[src/rtl/uart_pkg.sv]
`default_nettype none
// ============================================================================
// Module      : uart_pkg
// Description : Shared constants and FSM state encodings for uart_core.
//               The PARITY states exist only when UART_PARITY_EN is defined.
// Revision    : 1.0 - initial parametrised full-duplex release
// ============================================================================
package uart_pkg;

  // Smallest usable baud divisor; smaller requests are clamped up to it.
  localparam int c_MIN_DIV    = 4;
  // Number of flops on the asynchronous uart_rx input.
  localparam int c_SYNC_DEPTH = 2;
  // Bit-index counter width; covers up to 8 data bits or 2 stop bits.
  localparam int c_BIT_IDX_W  = 4;

`ifdef UART_PARITY_EN
  typedef enum logic [2:0] {
    TX_IDLE   = 3'd0,
    TX_START  = 3'd1,
    TX_DATA   = 3'd2,
    TX_PARITY = 3'd3,
    TX_STOP   = 3'd4
  } txState_t;

  typedef enum logic [2:0] {
    RX_IDLE      = 3'd0,
    RX_START     = 3'd1,
    RX_DATA      = 3'd2,
    RX_PARITY    = 3'd3,
    RX_STOP      = 3'd4,
    RX_WAIT_HIGH = 3'd5
  } rxState_t;
`else
  typedef enum logic [2:0] {
    TX_IDLE   = 3'd0,
    TX_START  = 3'd1,
    TX_DATA   = 3'd2,
    TX_STOP   = 3'd4
  } txState_t;

  typedef enum logic [2:0] {
    RX_IDLE      = 3'd0,
    RX_START     = 3'd1,
    RX_DATA      = 3'd2,
    RX_STOP      = 3'd4,
    RX_WAIT_HIGH = 3'd5
  } rxState_t;
`endif

endpackage
`default_nettype wire

[src/rtl/uart_rx_fifo.sv]
`default_nettype none
// ============================================================================
// Module      : uart_rx_fifo
// Description : First-word-fall-through receive FIFO. popData shows the head
//               entry whenever the FIFO is non-empty (zero when empty).
//               A push into a full FIFO succeeds if a pop happens in the
//               same cycle.
// Revision    : 1.0 - initial release
// Ports       : clk, rst_n        clock, async active-low reset
//               push, pushData    write request and data
//               pop               read request (ignored when empty)
//               popData           head of FIFO
//               full, empty       status flags
//               level             occupancy, 0..RX_DEPTH
// ============================================================================
module uart_rx_fifo #(
  parameter int WIDTH    = 8,
  parameter int RX_DEPTH = 8
) (
  input  logic                       clk,
  input  logic                       rst_n,
  input  logic                       push,
  input  logic [WIDTH-1:0]           pushData,
  input  logic                       pop,
  output logic [WIDTH-1:0]           popData,
  output logic                       full,
  output logic                       empty,
  output logic [$clog2(RX_DEPTH):0]  level
);

  localparam int c_AW = $clog2(RX_DEPTH);
  localparam logic [c_AW:0]   c_LVL_ONE  = (c_AW+1)'(1);
  localparam logic [c_AW:0]   c_LVL_FULL = (c_AW+1)'(RX_DEPTH);
  localparam logic [c_AW-1:0] c_PTR_ONE  = c_AW'(1);

  logic [WIDTH-1:0] r_mem [RX_DEPTH];
  logic [c_AW-1:0]  r_wrPtr;
  logic [c_AW-1:0]  r_rdPtr;
  logic [c_AW:0]    r_level;
  logic             w_doPush;
  logic             w_doPop;

  assign empty    = (r_level == '0);
  assign full     = (r_level == c_LVL_FULL);
  assign w_doPop  = pop & ~empty;
  // A pop in the same cycle frees the slot being written.
  assign w_doPush = push & (~full | w_doPop);
  assign popData  = empty ? '0 : r_mem[r_rdPtr];
  assign level    = r_level;

  // Pointers are c_AW bits wide, so they wrap modulo RX_DEPTH on their own.
  always_ff @(posedge clk or negedge rst_n) begin
    if (!rst_n) begin
      r_wrPtr <= '0;
      r_rdPtr <= '0;
      r_level <= '0;
    end else begin
      if (w_doPush) r_wrPtr <= r_wrPtr + c_PTR_ONE;
      if (w_doPop)  r_rdPtr <= r_rdPtr + c_PTR_ONE;
      case ({w_doPush, w_doPop})
        2'b10:   r_level <= r_level + c_LVL_ONE;
        2'b01:   r_level <= r_level - c_LVL_ONE;
        default: r_level <= r_level;
      endcase
    end
  end

  // Storage needs no reset: entries are only visible once pushed.
  always_ff @(posedge clk) begin
    if (w_doPush) r_mem[r_wrPtr] <= pushData;
  end

endmodule
`default_nettype wire

[src/rtl/uart_core.sv]
`default_nettype none
// ============================================================================
// Module      : uart_core
// Description : Full-duplex UART with runtime baud divisor, valid/ready TX
//               and RX handshakes, and a buffered RX path with framing and
//               overrun detection. Optional parity via macro UART_PARITY_EN
//               (adds input parity_odd and output pulse parity_err).
// Revision    : 1.0 - initial parametrised release
// Ports       : clk, rst_n           clock, async active-low reset
//               baud_div             clk cycles per bit (<4 behaves as 4)
//               tx_data/valid/ready  transmit handshake
//               uart_tx, uart_rx     serial pins (idle high)
//               rx_data/valid/ready  FWFT receive FIFO head and handshake
//               frame_err, overrun   1-cycle error pulses
//               rx_level             RX FIFO occupancy
// ============================================================================
module uart_core
  import uart_pkg::*;
#(
  parameter int DIV_W     = 16,
  parameter int DATA_BITS = 8,
  parameter int STOP_BITS = 1,
  parameter int RX_DEPTH  = 8
) (
  input  logic                       clk,
  input  logic                       rst_n,
  input  logic [DIV_W-1:0]           baud_div,
  input  logic [DATA_BITS-1:0]       tx_data,
  input  logic                       tx_valid,
  output logic                       tx_ready,
  output logic                       uart_tx,
  input  logic                       uart_rx,
  output logic [DATA_BITS-1:0]       rx_data,
  output logic                       rx_valid,
  input  logic                       rx_ready,
  output logic                       frame_err,
  output logic                       overrun,
`ifdef UART_PARITY_EN
  input  logic                       parity_odd,
  output logic                       parity_err,
`endif
  output logic [$clog2(RX_DEPTH):0]  rx_level
);

  localparam logic [c_BIT_IDX_W-1:0] c_DATA_LAST = c_BIT_IDX_W'(DATA_BITS - 1);
  localparam logic [c_BIT_IDX_W-1:0] c_STOP_LAST = c_BIT_IDX_W'(STOP_BITS - 1);
  localparam logic [DIV_W-1:0]       c_DIV_ONE   = DIV_W'(1);
  localparam logic [DIV_W-1:0]       c_DIV_MIN   = DIV_W'(c_MIN_DIV);

  logic [DIV_W-1:0] w_divClamped;
  assign w_divClamped = (baud_div < c_DIV_MIN) ? c_DIV_MIN : baud_div;

  // ---------------------------------------------------------------- TX ----
  txState_t                 r_txState, w_txStateNext;
  logic [DIV_W-1:0]         r_txCnt, w_txCntNext;
  logic [DIV_W-1:0]         r_txDiv, w_txDivNext;
  logic [c_BIT_IDX_W-1:0]   r_txBit, w_txBitNext;
  logic [DATA_BITS-1:0]     r_txShift, w_txShiftNext;
  logic                     r_txLine, w_txLineNext;
  logic                     w_txBitEnd;
`ifdef UART_PARITY_EN
  logic                     r_txPar, w_txParNext;
`endif

  assign w_txBitEnd = (r_txCnt == r_txDiv - c_DIV_ONE);
  assign tx_ready   = (r_txState == TX_IDLE);
  assign uart_tx    = r_txLine;

  always_comb begin
    w_txStateNext = r_txState;
    w_txCntNext   = r_txCnt;
    w_txDivNext   = r_txDiv;
    w_txBitNext   = r_txBit;
    w_txShiftNext = r_txShift;
`ifdef UART_PARITY_EN
    w_txParNext   = r_txPar;
`endif
    case (r_txState)
      TX_IDLE: begin
        if (tx_valid) begin
          w_txStateNext = TX_START;
          w_txCntNext   = '0;
          w_txDivNext   = w_divClamped;
          w_txShiftNext = tx_data;
`ifdef UART_PARITY_EN
          w_txParNext   = (^tx_data) ^ parity_odd;
`endif
        end
      end
      TX_START: begin
        if (w_txBitEnd) begin
          w_txStateNext = TX_DATA;
          w_txCntNext   = '0;
          w_txBitNext   = '0;
        end else begin
          w_txCntNext = r_txCnt + c_DIV_ONE;
        end
      end
      TX_DATA: begin
        if (w_txBitEnd) begin
          w_txCntNext   = '0;
          w_txShiftNext = r_txShift >> 1;
          if (r_txBit == c_DATA_LAST) begin
            w_txBitNext   = '0;
`ifdef UART_PARITY_EN
            w_txStateNext = TX_PARITY;
`else
            w_txStateNext = TX_STOP;
`endif
          end else begin
            w_txBitNext = r_txBit + 1'b1;
          end
        end else begin
          w_txCntNext = r_txCnt + c_DIV_ONE;
        end
      end
`ifdef UART_PARITY_EN
      TX_PARITY: begin
        if (w_txBitEnd) begin
          w_txStateNext = TX_STOP;
          w_txCntNext   = '0;
          w_txBitNext   = '0;
        end else begin
          w_txCntNext = r_txCnt + c_DIV_ONE;
        end
      end
`endif
      TX_STOP: begin
        if (w_txBitEnd) begin
          w_txCntNext = '0;
          if (r_txBit == c_STOP_LAST) begin
            w_txStateNext = TX_IDLE;
            w_txBitNext   = '0;
          end else begin
            w_txBitNext = r_txBit + 1'b1;
          end
        end else begin
          w_txCntNext = r_txCnt + c_DIV_ONE;
        end
      end
      default: w_txStateNext = TX_IDLE;
    endcase

    // Line level is decoded from the next state so uart_tx is a clean flop.
    case (w_txStateNext)
      TX_START:  w_txLineNext = 1'b0;
      TX_DATA:   w_txLineNext = w_txShiftNext[0];
`ifdef UART_PARITY_EN
      TX_PARITY: w_txLineNext = w_txParNext;
`endif
      default:   w_txLineNext = 1'b1;
    endcase
  end

  always_ff @(posedge clk or negedge rst_n) begin
    if (!rst_n) begin
      r_txState <= TX_IDLE;
      r_txCnt   <= '0;
      r_txDiv   <= c_DIV_MIN;
      r_txBit   <= '0;
      r_txShift <= '0;
      r_txLine  <= 1'b1;
`ifdef UART_PARITY_EN
      r_txPar   <= 1'b0;
`endif
    end else begin
      r_txState <= w_txStateNext;
      r_txCnt   <= w_txCntNext;
      r_txDiv   <= w_txDivNext;
      r_txBit   <= w_txBitNext;
      r_txShift <= w_txShiftNext;
      r_txLine  <= w_txLineNext;
`ifdef UART_PARITY_EN
      r_txPar   <= w_txParNext;
`endif
    end
  end

  // ---------------------------------------------------------------- RX ----
  logic [c_SYNC_DEPTH-1:0]  r_rxSync;
  logic                     w_rxIn;
  rxState_t                 r_rxState, w_rxStateNext;
  logic [DIV_W-1:0]         r_rxCnt, w_rxCntNext;
  logic [DIV_W-1:0]         r_rxDiv, w_rxDivNext;
  logic [c_BIT_IDX_W-1:0]   r_rxBit, w_rxBitNext;
  logic [DATA_BITS-1:0]     r_rxShift, w_rxShiftNext;
  logic                     w_rxMid, w_rxBitEnd;
  logic                     w_rxPush, w_rxPop;
  logic                     w_fifoFull, w_fifoEmpty;
  logic                     r_frameErr, w_frameErrNext;
  logic                     r_overrun, w_overrunNext;
`ifdef UART_PARITY_EN
  logic                     r_rxParBad, w_rxParBadNext;
  logic                     r_parityErr, w_parityErrNext;
  assign parity_err = r_parityErr;
`endif

  assign w_rxIn     = r_rxSync[c_SYNC_DEPTH-1];
  assign w_rxMid    = (r_rxCnt == (r_rxDiv >> 1));
  assign w_rxBitEnd = (r_rxCnt == r_rxDiv - c_DIV_ONE);
  assign rx_valid   = ~w_fifoEmpty;
  assign w_rxPop    = rx_valid & rx_ready;
  assign frame_err  = r_frameErr;
  assign overrun    = r_overrun;

  always_comb begin
    w_rxStateNext  = r_rxState;
    w_rxCntNext    = r_rxCnt;
    w_rxDivNext    = r_rxDiv;
    w_rxBitNext    = r_rxBit;
    w_rxShiftNext  = r_rxShift;
    w_rxPush       = 1'b0;
    w_frameErrNext = 1'b0;
    w_overrunNext  = 1'b0;
`ifdef UART_PARITY_EN
    w_rxParBadNext  = r_rxParBad;
    w_parityErrNext = 1'b0;
`endif
    case (r_rxState)
      RX_IDLE: begin
        if (!w_rxIn) begin
          w_rxStateNext = RX_START;
          w_rxCntNext   = '0;
          w_rxDivNext   = w_divClamped;
        end
      end
      RX_START: begin
        // Resample half a bit in; a high line here was only a glitch.
        if (w_rxMid) begin
          w_rxCntNext = '0;
          w_rxBitNext = '0;
          w_rxStateNext = w_rxIn ? RX_IDLE : RX_DATA;
        end else begin
          w_rxCntNext = r_rxCnt + c_DIV_ONE;
        end
      end
      RX_DATA: begin
        // Counter restarted at the start-bit midpoint, so a full bit
        // period later lands mid-bit.
        if (w_rxBitEnd) begin
          w_rxCntNext   = '0;
          w_rxShiftNext = {w_rxIn, r_rxShift[DATA_BITS-1:1]};
          if (r_rxBit == c_DATA_LAST) begin
`ifdef UART_PARITY_EN
            w_rxStateNext = RX_PARITY;
`else
            w_rxStateNext = RX_STOP;
`endif
          end else begin
            w_rxBitNext = r_rxBit + 1'b1;
          end
        end else begin
          w_rxCntNext = r_rxCnt + c_DIV_ONE;
        end
      end
`ifdef UART_PARITY_EN
      RX_PARITY: begin
        if (w_rxBitEnd) begin
          w_rxCntNext    = '0;
          w_rxParBadNext = (w_rxIn != ((^r_rxShift) ^ parity_odd));
          w_rxStateNext  = RX_STOP;
        end else begin
          w_rxCntNext = r_rxCnt + c_DIV_ONE;
        end
      end
`endif
      RX_STOP: begin
        if (w_rxBitEnd) begin
          w_rxCntNext = '0;
          if (w_rxIn) begin
            w_rxStateNext = RX_IDLE;
`ifdef UART_PARITY_EN
            if (r_rxParBad) begin
              w_parityErrNext = 1'b1;
            end else
`endif
            if (w_fifoFull && !w_rxPop) begin
              w_overrunNext = 1'b1;
            end else begin
              w_rxPush = 1'b1;
            end
          end else begin
            // Framing error wins over any parity mismatch.
            w_frameErrNext = 1'b1;
            w_rxStateNext  = RX_WAIT_HIGH;
          end
        end else begin
          w_rxCntNext = r_rxCnt + c_DIV_ONE;
        end
      end
      RX_WAIT_HIGH: begin
        // Ride out a break so a held-low line does not look like a start.
        if (w_rxIn) w_rxStateNext = RX_IDLE;
      end
      default: w_rxStateNext = RX_IDLE;
    endcase
  end

  always_ff @(posedge clk or negedge rst_n) begin
    if (!rst_n) begin
      r_rxSync   <= '1;
      r_rxState  <= RX_IDLE;
      r_rxCnt    <= '0;
      r_rxDiv    <= c_DIV_MIN;
      r_rxBit    <= '0;
      r_rxShift  <= '0;
      r_frameErr <= 1'b0;
      r_overrun  <= 1'b0;
`ifdef UART_PARITY_EN
      r_rxParBad  <= 1'b0;
      r_parityErr <= 1'b0;
`endif
    end else begin
      r_rxSync   <= {r_rxSync[c_SYNC_DEPTH-2:0], uart_rx};
      r_rxState  <= w_rxStateNext;
      r_rxCnt    <= w_rxCntNext;
      r_rxDiv    <= w_rxDivNext;
      r_rxBit    <= w_rxBitNext;
      r_rxShift  <= w_rxShiftNext;
      r_frameErr <= w_frameErrNext;
      r_overrun  <= w_overrunNext;
`ifdef UART_PARITY_EN
      r_rxParBad  <= w_rxParBadNext;
      r_parityErr <= w_parityErrNext;
`endif
    end
  end

  uart_rx_fifo #(
    .WIDTH    (DATA_BITS),
    .RX_DEPTH (RX_DEPTH)
  ) u_rxFifo (
    .clk      (clk),
    .rst_n    (rst_n),
    .push     (w_rxPush),
    .pushData (r_rxShift),
    .pop      (w_rxPop),
    .popData  (rx_data),
    .full     (w_fifoFull),
    .empty    (w_fifoEmpty),
    .level    (rx_level)
  );

endmodule
`default_nettype wire

[config.mk]
export PLATFORM = sky130hd
export DESIGN_NAME = uart_core
export DESIGN_NICKNAME = d
export VERILOG_FILES = /design/src/rtl/uart_pkg.sv /design/src/rtl/uart_rx_fifo.sv /design/src/rtl/uart_core.sv
export SDC_FILE = /design/constraint.sdc
export NUM_CORES = 1
export LEC_CHECK = 0
export BUFFER_PORTS_ARGS = -buffer_cell sky130_fd_sc_hd__buf_4
export CORE_UTILIZATION = 29
export CTS_CLUSTER_SIZE = 28
export DETAILED_ROUTE_END_ITERATION = 6
export PLACE_DENSITY = 0.55
export REMOVE_ABC_BUFFERS = 1
export SETUP_SLACK_MARGIN = 0.05
export SYNTH_ARGS = -nofsm -noshare
export SYNTH_HDL_FRONTEND = slang
export SYNTH_HIERARCHICAL = 1
export SYNTH_SLANG_ARGS = --single-unit
[constraint.sdc]
create_clock -name clk -period 14.5 [get_ports clk]
set_clock_uncertainty 0.2 [all_clocks]
set_input_delay 2.9 -clock clk [delete_from_list [all_inputs] [get_ports clk]]
set_output_delay 2.9 -clock clk [all_outputs]
set_load 0.01 [all_outputs]
# Yosys cells after proc, flatten, opt, wreduce, memory -nomap -nowiden
# Memories as Yosys holds them, arrays and structs flattened.
# Cells that the tools add are included.
classes:
  div_mod_pow: 0
  n_eq_ne: 28
  n_mul: 0
  bitwise_logic: 7
  n_lt_le_gt_ge: 1
  reduce_logical: 23
  n_addsub: 10
  shifts: 0
  mux: 53
op_table:
  columns: ["op", "count"]
  rows:
  - ["16-bit two-way mux", 6]
  - ["16-bit one-hot mux with 3 select lines", 1]
  - ["3-bit two-way mux", 13]
  - ["16-bit by 1-bit adder with 16-bit output (second input constant)", 2]
  - ["16-bit == test", 2]
  - ["4-bit two-way mux", 8]
  - ["16-bit one-hot mux with 2 select lines", 1]
  - ["16-bit by 1-bit subtractor with 16-bit output (second input constant)", 2]
  - ["8-bit two-way mux", 3]
  - ["2-bit inequality test (second input constant)", 11]
  - ["16-bit by 15-bit == test with 1-bit output", 1]
  - ["16-bit by 3-bit less-than comparator with 1-bit output (second input constant)", 1]
  - ["4-bit one-hot mux with 2 select lines", 2]
  - ["8-bit one-hot mux with 2 select lines", 1]
  - ["3-bit one-hot mux with 5 select lines", 1]
  - ["1-bit two-way mux", 13]
  - ["4-bit by 1-bit adder with 4-bit output (second input constant)", 3]
  - ["3-bit one-hot mux with 4 select lines", 1]
  - ["4-bit one-hot mux with 3 select lines", 1]
  - ["2-bit AND reduction", 5]
  - ["3-bit by 1-bit == test with 1-bit output (second input constant)", 3]
  - ["3-bit by 2-bit == test with 1-bit output (second input constant)", 3]
  - ["3-bit == test (second input constant)", 3]
  - ["4-bit by 3-bit == test with 1-bit output (second input constant)", 2]
  - ["21 further kinds", 33]
word_totals:
  n_memories: 1
  output_inout_bits: 17
  mem_bits_rw: 64
  register_bits: 109
  latchBits: 0
  romBits: 0
memory_table:
  columns: ["memory", "depth", "width", "read_ports", "rd_ports_with_merged_regs", "wr", "line_no", "text"]
  rows:
  - ["u_rxFifo.r_mem", 8, 8, 1, 0, 1, "uart_rx_fifo.sv:36", "logic [WIDTH-1:0] r_mem [RX_DEPTH];"]

# Depth between registers and ports, before layout
# Gate-level depths: netlist of run 1.
depth:
  ltp_word: 12
  ltp_mapped: 19
  mapped_depth_nobuf: 18

# Modules after synthesis
# The synthesis of run 1 kept the hierarchy.
modules_own_cells:
  columns: ["module", "area_each_um2", "cells_each", "instances"]
  rows:
  - ["uart_core", 6162.2, 711, 1]
  - ["uart_rx_fifo", 3079.2, 166, 1]

# Worst setup path after synthesis of run 1
# OpenSTA, ideal clock, no wires.
synth_timing:
  path_kind: "input to register"
  from: "input port rx_ready"
  to: "register u_rxFifo.r_level[3], in the netlist u_rxFifo/level[3]"
  arrival_time_ns: 4.548
  t_required_ns: 14.159
  n_path_buf: 0
  stages: 11
  path_slack_ns: 9.611
  setup_ns: 0.141
  path_cell_list: "nand2_1 > nand2_1 > and3_1 > inv_1 > nand2b_1 > inv_1 > ha_1 > a211oi_1 > or3_1 > o211ai_1 > o221ai_1"
synth_via:
  elab_chain_cells: 10
  word_cells_on_any_way: 14
  classes_between: "eq/ne (2); mux (5); bitwise (4); reduce/logical (3)"
synth_rtl:
  columns: ["item", "line_no", "text"]
  rows:
  - ["start, declared", "uart_core.sv:35", "input logic rx_ready,"]
  - ["1-bit AND (*)", "uart_core.sv:202", "assign w_rxPop = rx_valid & rx_ready;"]
  - ["1-bit zero test (*)", "uart_core.sv:277", "if (w_fifoFull && !w_rxPop) begin"]
  - ["1-bit logical AND (*)", "uart_core.sv:277", null]
  - ["1-bit two-way mux (*)", "uart_core.sv:277", null]
  - ["1-bit two-way mux (*)", "uart_core.sv:270", "if (w_rxIn) begin"]
  - ["1-bit two-way mux (*)", "uart_core.sv:268", "if (w_rxBitEnd) begin"]
  - ["1-bit two-way mux (*)", "uart_core.sv:219", "case (r_rxState)"]
  - ["via w_rxPush", "uart_core.sv:188", "logic w_rxPush, w_rxPop;"]
  - ["1-bit AND (*)", "uart_rx_fifo.sv:47", "assign w_doPush = push & (~full | w_doPop);"]
  - ["2-bit by 1-bit == test with 1-bit output or 2-bit == test (tied branches)", "uart_rx_fifo.sv:60", "case ({w_doPush, w_doPop})"]
  - ["4-bit one-hot mux with 2 select lines or 2-bit nonzero test (tied branches)", null, null]
  - ["end signal, assigned", "uart_rx_fifo.sv:61", "2'b10: r_level <= r_level + c_LVL_ONE;"]
  - ["end signal, assigned", "uart_rx_fifo.sv:62", "2'b01: r_level <= r_level - c_LVL_ONE;"]
  - ["end signal, assigned", "uart_rx_fifo.sv:63", "default: r_level <= r_level;"]
  - ["end, declared", "uart_rx_fifo.sv:39", "logic [c_AW:0] r_level;"]
# The timed path passes the listed nets; every way through them passes the cells marked *.
# A chain may end at the register's enable or synchronous reset.

# Worst setup path in the final report of run 1
layout_timing:
  from: "register u_rxFifo.r_rdPtr[0]"
  to: "output port rx_data[3]"
layout_via:
  elab_chain_cells: 2
layout_rtl:
  columns: ["item", "line_no", "text"]
  rows:
  - ["start, declared", "uart_rx_fifo.sv:38", "logic [c_AW-1:0] r_rdPtr;"]
  - ["start signal, assigned", "uart_rx_fifo.sv:59", "if (w_doPop) r_rdPtr <= r_rdPtr + c_PTR_ONE;"]
  - ["memory 8 x 8 bit", null, null]
  - ["8-bit two-way mux", "uart_rx_fifo.sv:48", "assign popData = empty ? '0 : r_mem[r_rdPtr];"]
  - ["end, declared", "uart_core.sv:33", "output logic [DATA_BITS-1:0] rx_data,"]
# No other way between the ends.

==> results.py, run 1 <==
metrics = {
    "status": {
        "outcome": "finished clean",
    },
    "detailed_routing": {
        "drt_iter0_markers": 413,
        "routed_wirelength_um": 20010,
        "drt_pass1_iterations": 4,
        "drc_errors": 0,
        "vias": 6490,
        "antenna_left": 0,
        "post_drt_wl_per_cell_um": 15.32,
        "vias_per_cell": 4.969,
    },
    "synth": {
        "synth_area_um2": 9241,
        "yosysUniqueCellTypes": 91,
        "synth_area_per_cell_um2": 10.54,
        "synth_edf_count": 64,
        "synth_xor_area_share_pct": 7.067,
        "yosys.area_share.simple_pct": 19.01,
        "synth_top_family_by_area": "simple AND/OR/NAND/NOR gates",
        "ys_seq_area_share_pct": 50.38,
        "synth_ff_type": "dfrtp_1",
        "yosys.area_share.adder_pct": 1.706,
        "synthMuxAreaShare_pct": 6.797,
        "synthCells": 877,
        "async_reset_ff_share_pct": 63.01,
        "synth_compound_area_share_pct": 11.33,
        "yosys_warnings": 6,
        "ys_ff_latch": 173,
    },
    "sta": {
        "rsz0062_at_grt": "false",
        "timing.setup.tns_ns": 0,
        "max_slew_margin_pct": 21.24,
        "setup_viol": 0,
        "hold_ws_ns": 0.1560,
        "setup_ws_ns": 8.956,
        "worstMarginPinSlew_ns": 1.172,
        "clock.fmax_mhz": 180.4,
        "fin_crit_ns": 5.544,
        "fin_crit_sh_pct": 38.24,
        "hold_violations": 0,
        "finalMaxSlewViolations": 0,
    },
    "floorplanning": {
        "ios": 46,
        "core_area_um2": 30990,
        "start_util_pct": 29.82,
        "die_w_um": 180.5,
        "dieHeight_um": 180.5,
        "rows": 64,
        "dieArea_um2": 32580,
    },
    "cts": {
        "cts.clk_slew.worst_paths_ns": 0.07,
        "clk_latency_ns": 0.43,
        "cts_buffers": 17,
        "hold_buffers": 0,
        "ctsResizeCount": 0,
        "cts.path.max_buffers": 2,
        "tritoncts": "yes",
        "cts_root_buf": "clkbuf_16",
        "cts_setup_buffers": 0,
        "htree_levels": 4,
        "cts_sinks": 173,
    },
    "layout": {
        "areaGrowthSynthToFinish_pct": 13.17,
        "final_common_cell": "nand2_1",
        "fin_area_um2": 10460,
        "final_nets": 938,
        "final_cell_mix": "129 x nand2_1, 104 x dfrtp_1, 71 x nor2_1, 64 x edfxtp_1, 49 x buf_4",
        "antenna_cells": 0,
        "drive_above_1_share_pct": 15.49,
    },
    "placed_design": {
        "place_congestion": 0.8007,
        "placed_cell_area_um2": 9888,
        "portBuffers": 45,
        "pre_cts_slack_ns": 9.012,
        "dp_hpwl_um": 14040,
    },
    "global_routing": {
        "grt_pass1_vias": 6448,
        "grtUsageTotal_pct": 12.82,
        "grt_pass1_wl_um": 33650,
        "grt_max_degree": 68,
        "overflow": 0,
        "grt_antenna_before_repair": 0,
    },
    "setup_path": {
        "start_kind": "register",
        "cp_max_fo": 18,
        "required_ns": 11.40,
        "worstSetupPathType": "reg2out",
        "critPathArrivalTime_ns": 2.44,
        "worst_setup_path_end_kind": "output port",
    },
    "pwr": {
        "cellPowerDensity_nw_per_um2": 167.6,
        "ir_drop_v": 0.00009110,
        "p_leak_nw": 4.244,
    },
    "run": {
        "max-cap-violations": 0,
    },
    "hold_path": {
        "hold_class": "reg2reg",
    },
}
-- routing by layer --
metal / wire (um) / up-vias / GRT usage [%]
li1: - / 3182 / -
met1: 10110 / 3182 / 17.84
met2: 8901 / 116 / 19.88
met3: 823 / 10 / 3.052
met4: 176 / 0 / 3.419
met5: 0 / - / 0
-- kinds of logic (layout without fill, tap and decap cells) --
kind of cell	after synthesis	count (layout)
DFF	173	173
muxes	41	41
xor gates and xnor gates	73	73
buffers and inverters	80	113
and+or+nand+nor	354	354
adders and majority gates	12	12
AOI/OAI and AO/OA	144	144
-- synth_stat cells (5+ instances only) --
master       n  area, um^2
o32ai_1      5       43.79
and3_1       6       37.54
dfstp_2      5       131.4
clkbuf_1    34       127.6
a31oi_1      7       43.79
inv_1       32       120.1
mux4_2      16       360.4
a21o_1       8       60.06
nor4_1      19       118.9
or2_2        6       37.54
edfxtp_1    64        1922
a21oi_1     15       75.07
or4_1        7       52.55
a22o_1       7       61.31
nand2b_1    12       75.07
nor2_1      71       266.5
mux2i_1     14       140.1
nand2_1    129       484.2
buf_2        5       25.02
xor2_1      42       367.9
or3_1       14       87.58
o31ai_1      8       60.06
o2bb2ai_1    5       43.79
ha_1        11       137.6
nor2b_1      7       43.79
o21ai_0     45       225.2
dfrtp_1    104        2603
xnor2_1     30       262.8
nand4_1     11       68.82
mux2_2       9       101.4
nand3_1     23       115.1
nor3_1      20       100.1
-- layout make-up --
class                      count  area [um^2]
clock buffer                  21        461.7
clock inverter                11        108.9
fill                        3114        20530
inverter                      32        120.1
multi-input combinational    624         4249
sequential                   173         4656
tap                          396        495.5
timing repair buffer          49        367.9
-- worst paths after layout --
path	from	endpoint	slack, ns	cells after the start
hold reg to reg	r_rxSync[0]	r_rxSync[1]	0.16	0
hold / removal	r_rxSync[0]	r_rxSync[1]	0.16	0
setup reg to reg	r_rxDiv[1]	u_rxFifo/r_mem[1][4]	8.98	13
min in group asynchronous	rst_n	r_rxCnt[5]	2.28	1
setup / recovery	u_rxFifo/r_rdPtr[0]	rx_data[3]	8.96	4
max in group asynchronous	rst_n	r_txCnt[5]	10.56	2
-- critical path, stage by stage (launching register included) --
cell and delay [ns]:
dfrtp_1 1.03, mux4_2 0.61, mux2i_1 0.14, nor2_1 0.06
buf_4 0.17
-- report_power, final --
part	leakage [nW]	total (W)	internal, W	switching [W]
sequential	2.04	0.000745	0.000588	0.000156
clock	0.266	0.000445	0.000249	0.000196
combinational	1.94	0.000564	0.000284	0.000280
-- state kept, by name, indices dropped and copies added (netlist names), 4 cells and up --
signal	cells
r_rxBit	4
r_rxCnt	16
r_rxDiv	16
r_rxShift	8
r_txBit	4
r_txCnt	16
r_txDiv	16
r_txShift	8
u_rxFifo/level	4
u_rxFifo/r_mem	64
-- per-stage QoR --
step / total power (W) / utilization (%) / std cells
3_3_place_gp: 0.001303 / 31.91 / 1274
6_report: 0.001753 / 33.75 / 1306
4_1_cts: 0.001775 / 33.75 / 1306
5_1_grt: 0.001877 / 33.75 / 1306
3_5_place_dp: 0.001321 / 31.91 / 1274
2_1_floorplan: 0.001141 / - / 829
No activity file was read; power rests on OpenSTA's default activity.
==> run 2: changes to the inputs <==
==> constraint.sdc (replaced) <==
create_clock -name clk -period 5.2 [get_ports clk]
set_clock_uncertainty 0.2 [all_clocks]
set_input_delay 1.04 -clock clk [delete_from_list [all_inputs] [get_ports clk]]
set_output_delay 1.04 -clock clk [all_outputs]
set_load 0.01 [all_outputs]
==> run 2 against run 1 <==
  * Worst setup slack got worse by 8.6 ns
  * Critical path depth up 14
  * Hold slack better by 0.0022 ns
  * Critical path type is now reg2reg
==> results.py, run 2 (same netlist as run 1, synthesis figures left out) <==
metrics = {
    "global_routing": {
        "grt_pass1_vias": 6709,
        "grt_util_met1_pct": 17.09,
        "grtUsageTotal_pct": 12.91,
        "grt_antenna_before_repair": 0,
        "grt_util_met3_pct": 3.274,
        "grt_max_degree": 76,
        "use_met2_pct": 20.93,
        "grt_pass1_wl_um": 34180,
        "top_usage_layer": "met2",
        "overflow": 0,
    },
    "layout": {
        "drive_above_1_share_pct": 17.16,
        "antenna_cells": 0,
        "final_cell_mix": "129 x nand2_1, 104 x dfrtp_1, 71 x nor2_1, 64 x edfxtp_1, 60 x buf_4",
        "final_nets": 949,
        "multiInputGateArea_um2": 4267,
        "final_common_cell": "nand2_1",
        "regArea_um2": 4656,
        "fin_area_um2": 10610,
        "regMostFlops": "u_rxFifo/r_mem",
        "num-fill-cells": 3093,
        "areaGrowthSynthToFinish_pct": 14.84,
        "largest_register_ffs": 64,
        "final_cells": 1317,
    },
    "run": {
        "max-cap-violations": 0,
    },
    "cts": {
        "cts_setup_buffers": 0,
        "cts_buffers": 17,
        "ctsResizeCount": 0,
        "cts.clk_slew.worst_paths_ns": 0.07,
        "tritoncts": "yes",
        "htree_levels": 4,
        "clk_latency_ns": 0.43,
        "cts_root_buf": "clkbuf_16",
        "hold_buffers": 0,
        "cts_sinks": 173,
        "cts.path.max_buffers": 2,
    },
    "sta": {
        "fin_crit_sh_pct": 93.66,
        "max_slew_margin_pct": 27.43,
        "setup_viol": 0,
        "fin_crit_ns": 4.870,
        "clock.fmax_mhz": 205.3,
        "worstMarginPinSlew_ns": 1.089,
        "timing.setup.tns_ns": 0,
        "setup_ws_ns": 0.3296,
        "finalMaxSlewViolations": 0,
        "rsz0062_at_grt": "false",
        "hold_violations": 0,
    },
    "floorplanning": {
        "ios": 46,
        "dieArea_um2": 32580,
        "die_w_um": 180.5,
        "start_util_pct": 29.82,
        "rows": 64,
        "dieHeight_um": 180.5,
        "core_area_um2": 30990,
    },
    "setup_path": {
        "r2r_cells": 18,
        "worstSetupPathType": "reg2reg",
        "critPathArrivalTime_ns": 5.01,
        "required_ns": 5.34,
        "worstReg2RegEnd": "u_rxFifo/level[3]",
        "r2r_slack_ns": 0.33,
        "cp_max_fo": 11,
        "worst_setup_path_end_kind": "register",
        "timing.rr.start": "r_rxDiv[1]",
        "start_kind": "register",
    },
    "detailed_routing": {
        "drc_errors": 0,
        "drt_iter0_markers": 396,
        "vias_per_cell": 4.970,
        "vias": 6546,
        "antenna_left": 0,
        "post_drt_wl_per_cell_um": 15.16,
        "drt_pass1_iterations": 6,
        "routed_wirelength_um": 19970,
    },
    "placed_design": {
        "dp_hpwl_um": 14010,
        "pre_cts_slack_ns": 0.1157,
        "placed_cells": 1285,
        "portBuffers": 45,
        "place_congestion": 0.8292,
        "placed_cell_area_um2": 9971,
    },
    "hold_path": {
        "hold_class": "reg2reg",
        "min_to": "r_rxSync[1]",
        "worstHoldPathCells": 0,
        "hp-start": "r_rxSync[0]",
    },
    "pwr": {
        "p_leak_nw": 4.381,
        "cellPowerDensity_nw_per_um2": 474.0,
        "ir_drop_v": 0.0002302,
    },
    "status": {
        "outcome": "finished clean",
    },
}
run 2: critical path, stage by stage (launching register included):
cell      delay, ns
dfrtp_1        0.45
inv_1          0.11
ha_2           0.29
inv_1          0.11
or4_4          0.58
mux2i_1        0.13
or3b_2         0.48
a22oi_2        0.32
nand2_1        0.22
nor4_2         0.27
and3_1         0.23
inv_1          0.08
nand2b_1       0.11
inv_1          0.07
ha_1           0.30
a211oi_2       0.08
or3_1          0.40
o21a_1         0.19
o221ai_1       0.16
run 2: stage by stage:
step / total power, W / hold slack [ns] / utilization [%]
after floorplan: 0.003180 / 0.1452 / -
after global placement: 0.003655 / 0.1536 / 32.17
after detailed placement: 0.003691 / 0.1490 / 32.17
after CTS: 0.005072 / 0.1601 / 34.19
after global routing: 0.005382 / 0.1679 / 34.25
final: 0.005030 / 0.1581 / 34.25
run 2: area by class of cell:
type / instances / area share [%]
flip-flops and latches: 173 / 43.87
multi-input cells: 624 / 40.20
well taps: 396 / 4.669
repair buffers: 60 / 4.244
clock buffers: 17 / 4.008
clock inverters: 15 / 1.875
inverters: 32 / 1.132
run 2: worst max path at each step:
stage | startpoint | endpoint | cells past startpoint
3_3_place_gp | r_rxDiv[0] | u_rxFifo/level[3] | 18
6_report | r_rxDiv[1] | u_rxFifo/level[3] | 18
4_1_cts | r_rxDiv[1] | u_rxFifo/level[3] | 18
5_1_grt | r_rxDiv[0] | u_rxFifo/level[3] | 18
2_1_floorplan | r_rxDiv[3] | u_rxFifo/level[3] | 16
3_5_place_dp | r_rxDiv[1] | u_rxFifo/level[3] | 18
run 2: where the power goes:
part	internal (W)	leakage [nW]	switching, W
clock	0.000739	0.307	0.000611
sequential	0.00164	2.07	0.000438
combinational	0.000805	2.00	0.000798
run 2: metal layers:
layer	up-vias	wire (um)
met1	3197	9682
met2	124	9259
met5	-	0
li1	3211	-
met3	14	865
met4	0	164
